## src/rtl/mc_datapath_p.sv

```systemverilog
// mc_datapath_p: multicycle RISC-V style datapath with an iterative multiplier.
//
// Ports
//   CLK          rising-edge clock
//   Reset        asynchronous active-low reset
//   ReadData     memory read data (instruction fetch and loads)
//   MemReady     memory ready; 0 freezes every register in the datapath
//   IRWrite      load Instr from ReadData and OldPC from PC
//   PCWrite      load PC from Result
//   RegWrite     write Result into register Instr[11:7]
//   ImmSrc       immediate format: 0 I, 1 S, 2 B, 3 U, 4 J
//   ByteSrc      load extension: 0 lb, 1 lh, 2 lw, 4 lbu, 5 lhu
//   ALUSrcA      0 PC, 1 OldPC, 2 A
//   ALUSrcB      0 WriteData, 1 ImmExt, 2 constant 4
//   ALUControl   0 add 1 sub 2 and 3 or 4 xor 5 slt 6 sltu 7 sll 8 srl 9 sra
//   ResultSrc    0 ALUOut, 1 ByteExt, 2 ALUResult, 3 ImmExt, 4 MulOut
//   MulStart     start A x WriteData (low XLEN bits of the product)
//   MulBusy      multiplier iterating
//   MulDone      multiplier finished; high for one unstalled cycle
//   Zero         ALUResult == 0
//   Instr        instruction register
//   PC           program counter
//   Result       result bus
//   WriteData    latched second register operand
module mc_datapath_p #(
    parameter int              XLEN     = 32,
    parameter int              NREGS    = 32,
    parameter logic [XLEN-1:0] RESET_PC = '0
) (
    input  logic            CLK,
    input  logic            Reset,
    input  logic [XLEN-1:0] ReadData,
    input  logic            MemReady,
    input  logic            IRWrite,
    input  logic            PCWrite,
    input  logic            RegWrite,
    input  logic [2:0]      ImmSrc,
    input  logic [2:0]      ByteSrc,
    input  logic [1:0]      ALUSrcA,
    input  logic [1:0]      ALUSrcB,
    input  logic [3:0]      ALUControl,
    input  logic [2:0]      ResultSrc,
    input  logic            MulStart,
    output logic            MulBusy,
    output logic            MulDone,
    output logic            Zero,
    output logic [31:0]     Instr,
    output logic [XLEN-1:0] PC,
    output logic [XLEN-1:0] Result,
    output logic [XLEN-1:0] WriteData
);

    localparam int SHW  = $clog2(XLEN);
    localparam int IDXW = $clog2(NREGS);
    localparam int CNTW = $clog2(XLEN);
    localparam logic [CNTW-1:0] CNT_LAST = CNTW'(XLEN - 1);

    typedef enum logic [1:0] {MUL_IDLE, MUL_RUN, MUL_DONE} mul_state_t;

    // Architectural and intermediate state
    logic [XLEN-1:0] pc, old_pc, a_reg, wd_reg, alu_out, data_reg, mul_out;
    logic [31:0]     instr;
    logic [XLEN-1:0] rf [NREGS];

    // Multiplier state
    mul_state_t      mul_state, mul_next;
    logic [XLEN-1:0] mul_mcand, mul_mplier, mul_prod, mul_prod_next;
    logic [CNTW-1:0] mul_cnt;
    logic            mul_last;

    // Combinational datapath
    logic [4:0]             rs1, rs2, rd;
    logic [XLEN-1:0]        rd1, rd2, imm_ext, byte_ext, src_a, src_b, alu_result, result;
    logic signed [XLEN-1:0] src_a_s, src_b_s;
    logic [SHW-1:0]         shamt;

    // Opcode and funct3 are decoded by the external controller, not here.
    logic unused_instr_bits;
    assign unused_instr_bits = ^{instr[14:12], instr[6:0]};

    function automatic logic [XLEN-1:0] sext32(input logic signed [31:0] v);
        return XLEN'(v);
    endfunction

    function automatic logic [XLEN-1:0] imm_gen(input logic [31:0] i, input logic [2:0] src);
        logic signed [31:0] v;
        case (src)
            3'd0:    v = {{20{i[31]}}, i[31:20]};
            3'd1:    v = {{20{i[31]}}, i[31:25], i[11:7]};
            3'd2:    v = {{19{i[31]}}, i[31], i[7], i[30:25], i[11:8], 1'b0};
            3'd3:    v = {i[31:12], 12'b0};
            3'd4:    v = {{11{i[31]}}, i[31], i[19:12], i[20], i[30:21], 1'b0};
            default: v = '0;
        endcase
        return sext32(v);
    endfunction

    function automatic logic [XLEN-1:0] load_ext(input logic [31:0] d, input logic [1:0] off,
                                                 input logic [2:0] src);
        logic [7:0]  b;
        logic [15:0] h;
        case (off)
            2'd0:    b = d[7:0];
            2'd1:    b = d[15:8];
            2'd2:    b = d[23:16];
            default: b = d[31:24];
        endcase
        h = off[1] ? d[31:16] : d[15:0];
        case (src)
            3'd0:    return sext32({{24{b[7]}}, b});
            3'd1:    return sext32({{16{h[15]}}, h});
            3'd2:    return sext32(d);
            3'd4:    return XLEN'(b);
            3'd5:    return XLEN'(h);
            default: return '0;
        endcase
    endfunction

    // x0 and indices beyond the implemented register count read as zero
    // and are never written.
    function automatic logic reg_valid(input logic [4:0] idx);
        return (idx != 5'd0) && ({1'b0, idx} < 6'(NREGS));
    endfunction

    assign rs1 = instr[19:15];
    assign rs2 = instr[24:20];
    assign rd  = instr[11:7];

    assign rd1 = reg_valid(rs1) ? rf[rs1[IDXW-1:0]] : '0;
    assign rd2 = reg_valid(rs2) ? rf[rs2[IDXW-1:0]] : '0;

    assign imm_ext  = imm_gen(instr, ImmSrc);
    assign byte_ext = load_ext(data_reg[31:0], alu_out[1:0], ByteSrc);

    always_comb begin
        case (ALUSrcA)
            2'd0:    src_a = pc;
            2'd1:    src_a = old_pc;
            2'd2:    src_a = a_reg;
            default: src_a = '0;
        endcase
        case (ALUSrcB)
            2'd0:    src_b = wd_reg;
            2'd1:    src_b = imm_ext;
            2'd2:    src_b = XLEN'(4);
            default: src_b = '0;
        endcase
    end

    assign src_a_s = src_a;
    assign src_b_s = src_b;
    assign shamt   = src_b[SHW-1:0];

    always_comb begin
        alu_result = '0;
        case (ALUControl)
            4'd0: alu_result = src_a + src_b;
            4'd1: alu_result = src_a - src_b;
            4'd2: alu_result = src_a & src_b;
            4'd3: alu_result = src_a | src_b;
            4'd4: alu_result = src_a ^ src_b;
            4'd5: alu_result[0] = (src_a_s < src_b_s);
            4'd6: alu_result[0] = (src_a < src_b);
            4'd7: alu_result = src_a << shamt;
            4'd8: alu_result = src_a >> shamt;
            4'd9: alu_result = src_a_s >>> shamt;
            default: alu_result = '0;
        endcase
    end

    always_comb begin
        case (ResultSrc)
            3'd0:    result = alu_out;
            3'd1:    result = byte_ext;
            3'd2:    result = alu_result;
            3'd3:    result = imm_ext;
            3'd4:    result = mul_out;
            default: result = '0;
        endcase
    end

    assign Zero      = (alu_result == '0);
    assign Instr     = instr;
    assign PC        = pc;
    assign Result    = result;
    assign WriteData = wd_reg;

    // Datapath registers and register file
    always_ff @(posedge CLK or negedge Reset) begin
        if (!Reset) begin
            pc       <= RESET_PC;
            instr    <= 32'h0000_0013;
            old_pc   <= '0;
            a_reg    <= '0;
            wd_reg   <= '0;
            alu_out  <= '0;
            data_reg <= '0;
            for (int i = 0; i < NREGS; i++) rf[i] <= '0;
        end else if (MemReady) begin
            if (PCWrite) pc <= result;
            if (IRWrite) begin
                instr  <= ReadData[31:0];
                old_pc <= pc;
            end
            a_reg    <= rd1;
            wd_reg   <= rd2;
            alu_out  <= alu_result;
            data_reg <= ReadData;
            if (RegWrite && reg_valid(rd)) rf[rd[IDXW-1:0]] <= result;
        end
    end

    // Multiplier control
    assign mul_last = (mul_cnt == CNT_LAST);

    always_ff @(posedge CLK or negedge Reset) begin
        if (!Reset)        mul_state <= MUL_IDLE;
        else if (MemReady) mul_state <= mul_next;
    end

    always_comb begin
        mul_next = mul_state;
        case (mul_state)
            MUL_IDLE: if (MulStart) mul_next = MUL_RUN;
            MUL_RUN:  if (mul_last) mul_next = MUL_DONE;
            MUL_DONE: mul_next = MUL_IDLE;
            default:  mul_next = MUL_IDLE;
        endcase
    end

    assign MulBusy = (mul_state == MUL_RUN);
    assign MulDone = (mul_state == MUL_DONE);

    // Shift-add iteration: multiplicand moves left, multiplier moves right.
    assign mul_prod_next = mul_prod + (mul_mplier[0] ? mul_mcand : '0);

    always_ff @(posedge CLK or negedge Reset) begin
        if (!Reset) begin
            mul_mcand  <= '0;
            mul_mplier <= '0;
            mul_prod   <= '0;
            mul_cnt    <= '0;
            mul_out    <= '0;
        end else if (MemReady) begin
            case (mul_state)
                MUL_IDLE: begin
                    if (MulStart) begin
                        mul_mcand  <= a_reg;
                        mul_mplier <= wd_reg;
                        mul_prod   <= '0;
                        mul_cnt    <= '0;
                    end
                end
                MUL_RUN: begin
                    mul_mcand  <= mul_mcand << 1;
                    mul_mplier <= mul_mplier >> 1;
                    mul_prod   <= mul_prod_next;
                    mul_cnt    <= mul_cnt + 1'b1;
                    if (mul_last) mul_out <= mul_prod_next;
                end
                default: ;
            endcase
        end
    end

endmodule

```

## config.mk

```make
export PLATFORM = sky130hd
export DESIGN_NAME = mc_datapath_p
export DESIGN_NICKNAME = d
export VERILOG_FILES = /design/src/rtl/mc_datapath_p.sv
export SDC_FILE = /design/constraint.sdc
export NUM_CORES = 2
export LEC_CHECK = 0
export BUFFER_PORTS_ARGS = -buffer_cell sky130_fd_sc_hd__buf_2
export CORE_ASPECT_RATIO = 1.5
export CORE_MARGIN = 2
export CORE_UTILIZATION = 65
export CTS_BUF_LIST = sky130_fd_sc_hd__clkbuf_4
export DETAILED_ROUTE_END_ITERATION = 8
export PLACE_DENSITY = 0.83
export RECOVER_POWER = 25
export SYNTH_ARGS = -nofsm -noshare
export SYNTH_HDL_FRONTEND = slang
export SYNTH_SLANG_ARGS = --single-unit
```

## constraint.sdc

```tcl
create_clock -name CLK -period 7.94 [get_ports CLK]
set_input_delay 0.794 -clock CLK [delete_from_list [all_inputs] [get_ports CLK]]
set_output_delay 0.794 -clock CLK [all_outputs]
set_load 0.01 [all_outputs]
```

==> results of run 1 <==
-- through the flow --
| step | cell area, sq um | utilization |
|---|---|---|
| after global placement | 82200 | 0.681 |
| after CTS | 86300 | 0.716 |
| after detailed placement | 82200 | 0.681 |
| after floorplan | 79100 | - |
-- timing repair --
item | 4_1_cts
buffers inserted | 1
hold buffers | 34
setup endpoints to repair | 5
endpoints found under the hold margin | 247
resized for setup | 4
-- metal layers --
metal	track usage	GRT overflow
met5	0.412	2
met4	0.810	27
met3	0.667	4
met2	0.931	40
met1	0.782	3
-- logic make-up after synthesis --
group | Yosys count | synth area share
compound gates | 2187 | 0.166
mux | 986 | 0.216
simple gates | 1993 | 0.107
fa+ha+maj | 134 | 0.0215
buf+inv | 932 | 0.0466
flops | 1383 | 0.438
xor+xnor | 48 | 0.00532
==> out/metrics.yaml, run 1 <==
die:
  die_y_microns: 431
  num_rows: 156
  io_pins: 187
  initial_core_util: 0.656
  fp.dieW_microns: 289
run_status:
  status: "aborted with a tool error"
  toolErrorMsg: "[ERROR GRT-0116] Global routing finished with congestion. Check the congestion regions in the DRC Viewer."
  haltStage: "global routing (5_1_grt)"
synth:
  yosysSeqAreaShare: 0.438
  synth_cell_types: 100
  syn_area_per_cell_sq_um: 10.3
  synth-edff-count: 0
  yosysMostFrequentCell: "dfrtp_1"
  netlist_instances: 7663
  ys_warn_count: 0
  synth_ff_type: "dfrtp_1"
  synthArstFlopShare: 1.00
  syn_area_sq_um: 79100
  yosys.area.top_type: "dfrtp_1"
  yosysTopAreaCellShare: 0.437
  syn_nets: 7853
  synth_seq_cells: 1383
  ys_top_cells_by_area: "dfrtp_1, mux4_2, a21oi_1, nor2_1, o21ai_0"
  synth_commonest_cells: "dfrtp_1, a21oi_1, nor2_1, nand2_1, o21ai_0"
placement:
  gp_congestion: 1.15
  dp_hpwl_microns: 242000
  place_inst: 9008
  pre_cts_slack_ns: 0.568
  port_buffers: 186
clocking:
  clock_sinks: 1383
  ctsLongestPathBuffers: 4
  htreeDepth: 5
  cts_root_buf: "clkbuf_4"
  cts-buffers-inserted: 333
global_routing:
  grt_max_degree: 187
  grt_pass1_vias: 95000
  grt_pass1_wl_microns: 701000
  grt_overflow: 76
  grt_usage: 0.794
==> inputs of run 2 (changes only) <==
--- a/config.mk
+++ b/config.mk
@@ -6,12 +6,10 @@
 export NUM_CORES = 2
 export LEC_CHECK = 0
 export BUFFER_PORTS_ARGS = -buffer_cell sky130_fd_sc_hd__buf_2
-export CORE_ASPECT_RATIO = 1.5
 export CORE_MARGIN = 2
-export CORE_UTILIZATION = 65
-export CTS_BUF_LIST = sky130_fd_sc_hd__clkbuf_4
+export CORE_UTILIZATION = 40
 export DETAILED_ROUTE_END_ITERATION = 8
-export PLACE_DENSITY = 0.83
+export PLACE_DENSITY_LB_ADDON = 0.15
 export RECOVER_POWER = 25
 export SYNTH_ARGS = -nofsm -noshare
 export SYNTH_HDL_FRONTEND = slang
==> run 2 against run 1 <==
Against the previous run:
- the flow now finishes, with violations (max-capacitance violations, max-slew violations, negative setup slack)
- area after synthesis is the same
- synthesized cell count is the same
==> out/metrics.yaml, run 2 <==
run_status:
  status: "complete, but fails checks"  # was aborted with a tool error
  violations: "max-capacitance violations, max-slew violations, negative setup slack"
layout:
  largest_reg_flops: 1024
  fillers: 18800
  final_cell_mix: "dfrtp_1, a21oi_1, nor2_1"
  drive_gt1_frac: 0.195
  final_common_cell: "dfrtp_1"
  area_growth_pct: 11.9
  largest_register: "rf"
  finalNetCount: 7725
clocking:
  clkLatencyLatePin_ns: 0.83
  cts_tree: "built"
  clock_sinks: 1383  # unchanged
  cts-buffers-inserted: 156  # was 333
  clk_pin_slew_ns: 0.06
  htreeDepth: 4  # was 5
  cts_root_buf: "clkbuf_16"  # was clkbuf_4
  ctsLongestPathBuffers: 3  # was 4
global_routing:
  gr-usage-met1: 0.448
  grt_overflow: 0
  gr-usage-met3: 0.0587
  grt_pass1_vias: 62400
  use_met2: 0.533
  antenna_found_initial: 26
  grt_pass1_wl_microns: 486000
  grt_usage: 0.338
  grt_max_degree: 155
  busiest_layer: "met2"
die:
  die_y_microns: 449  # was 431 microns
  core-area_sq_um: 197000
  initial_core_util: 0.401  # was 0.656
  fp.dieW_microns: 449  # was 289 microns
  dieArea_sq_um: 201000
  num_rows: 163  # was 156
  io_pins: 187  # unchanged
detailed_routing:
  ant_nets: 0
  num_vias: 64400
  avgViaCountPerCell: 6.24
  drt_iter0_markers: 6921
  wl_per_cell_microns: 33.5
  route.detailed.drc: 0
  drt_wl_total_microns: 345000
  dr.pass1.iters: 7
pwr:
  p_per_area_nw_per_um2: 308
  p_leak_nw: 38.3
  peakVddDrop_uv: 280
  total_power_mw: 27.3
synth:
  ys_top_cells_by_area: "dfrtp_1, mux4_2, a21oi_1, nor2_1, o21ai_0"  # unchanged
  syn_nets: 7853  # unchanged
  yosysSeqAreaShare: 0.438  # unchanged
  syn_area_per_cell_sq_um: 10.3  # unchanged
  synth-edff-count: 0  # unchanged
  yosys.area.top_type: "dfrtp_1"  # unchanged
  synth_cell_types: 100  # unchanged
  synth_seq_cells: 1383  # unchanged
  netlist_instances: 7663  # unchanged
  ys_warn_count: 0  # unchanged
  syn_area_sq_um: 79100  # unchanged
  synthArstFlopShare: 1.00  # unchanged
  synth_ff_type: "dfrtp_1"  # unchanged
  synth_commonest_cells: "dfrtp_1, a21oi_1, nor2_1, nand2_1, o21ai_0"  # unchanged
  yosysMostFrequentCell: "dfrtp_1"  # unchanged
  yosysTopAreaCellShare: 0.437  # unchanged
worst_hold_path:
  min_path_cells: 2
  worstHoldEndpoint: "data_reg[16]"
  holdCritStartpoint: "ReadData[16]"
  hp-class: "in -> reg"
timing:
  fin_skew_ns: 0.0296
  hold_viol: 0
  fin_crit_ns: 8.03
  layout_setup_ws_ns: -0.0886
  drv_slew: 844
  worst_pin_slew_ns: 4.07
  rsz0062_at_grt: "no"
  timing.hold.ws_ns: 0.211
  tns_ns: -0.0886
  setup_viol: 1
  finalCritPeriodShare: 1.01
  maxSlewHeadroom: -1.71
  fmax_ghz: 0.125
setup_path:
  start_kind: "flop"
  critPathRequiredTime_ns: 7.15
  critPathCaptureType: "output pin"
  r2r-end: "rf[694]"
  path_class: "reg -> out"
  cp_data_arrival_time_ns: 7.23
  reg2reg_slack_ns: 1.52
  timing.rr.start: "Instr[22]"
  path_max_fanout: 37
  reg2regPathDepth: 16
placement:
  dp_hpwl_microns: 233000  # was 242,000 microns
  port_buffers: 186  # unchanged
  gp_congestion: 1.14  # was 1.15
run:
  cap_violations: 17
==> run 2: cell counts after synthesis <==
Identical to the previous run, type by type.
==> run 2: report_power, final <==
| part | total (mW) | internal [mW] | switching (mW) | leakage (nW) |
|---|---|---|---|---|
| registers | 10.7 | 8.97 | 1.78 | 18.2 |
| logic | 8.78 | 3.79 | 4.99 | 17.5 |
| clock network | 7.73 | 4.58 | 3.15 | 2.70 |
| total | 27.3 | 17.3 | 9.91 | 38.3 |
==> run 2: final cells by class <==
class | count | area [sq um] | share of cell area
Inverter | 206 | 776 | 0.00877
Timing Repair Buffer | 440 | 2870 | 0.0324
Clock buffer | 232 | 4750 | 0.0536
Sequential cell | 1383 | 34600 | 0.391
Tap cell | 2640 | 3300 | 0.0373
Multi-Input combinational cell | 5348 | 41400 | 0.467
Clock inverter | 55 | 753 | 0.00851
Antenna cell | 15 | 37.5 | 0.000424
==> run 2: layer usage <==
metal | wire length (microns) | part of all wire
met1 | 139000 | 0.40
met2 | 159000 | 0.46
met3 | 25200 | 0.073
met4 | 22000 | 0.064
met5 | 39 | 0.00011
==> run 2: worst max-delay path: stages, from the launching register on <==
cell	delay (ns)
dfrtp_4	0.67
mux2_2	0.35
a22o_2	0.25
buf_4	0.31
inv_4	0.49
mux2i_1	0.43
a22oi_1	0.44
a21oi_1	0.17
o21ai_0	0.77
o211ai_1	0.15
buf_4	0.22
nor3_2	0.40
and4_1	0.58
and4b_1	0.32
nand4_1	0.16
nor3_2	0.28
buf_4	0.19
buf_2	0.13
==> run 2: how the worst max path moves through the flow <==
stage | startpoint | endpoint | slack (ns) | cells past startpoint
2_1_floorplan | ImmSrc[1] | Result[29] | 1.48 | 23
3_3_place_gp | ALUSrcA[1] | Zero | 0.23 | 21
3_5_place_dp | ALUSrcA[1] | Zero | 0.20 | 21
4_1_cts | Instr[21] | Zero | 0.009 | 18
5_1_grt | Instr[22] | Zero | 0.02 | 18
6_report | Instr[20] | Zero | -0.09 | 17
==> run 2: kinds of logic after synthesis <==
kind of cell,after synthesis,synth area share
simple gates,1993,0.107
mux,986,0.216
fa+ha+maj,134,0.0215
compound gates,2187,0.166
flops,1383,0.438
buf+inv,932,0.0466
xor+xnor,48,0.00532
==> run 2: what timing repair did <==
action                                 CTS  global route
hold buffers                             1             0
gates resized for setup                  0             7
setup endpoints to repair                0             2
endpoints found under the hold margin   85             0
buffers inserted                         0             2
==> run 2: metrics by stage <==
stage	utilization	setup WS (ns)	cell area, sq um	std cells
6_report	0.449	-0.0886	88500	10300
3_5_place_dp	0.421	0.195	83000	10000
4_1_cts	0.449	0.00936	88500	10300
3_3_place_gp	0.421	0.228	83000	10000
5_1_grt	0.449	0.0197	88500	10300
2_1_floorplan	-	1.48	79100	7663
Power figures use the tool's default switching activity.
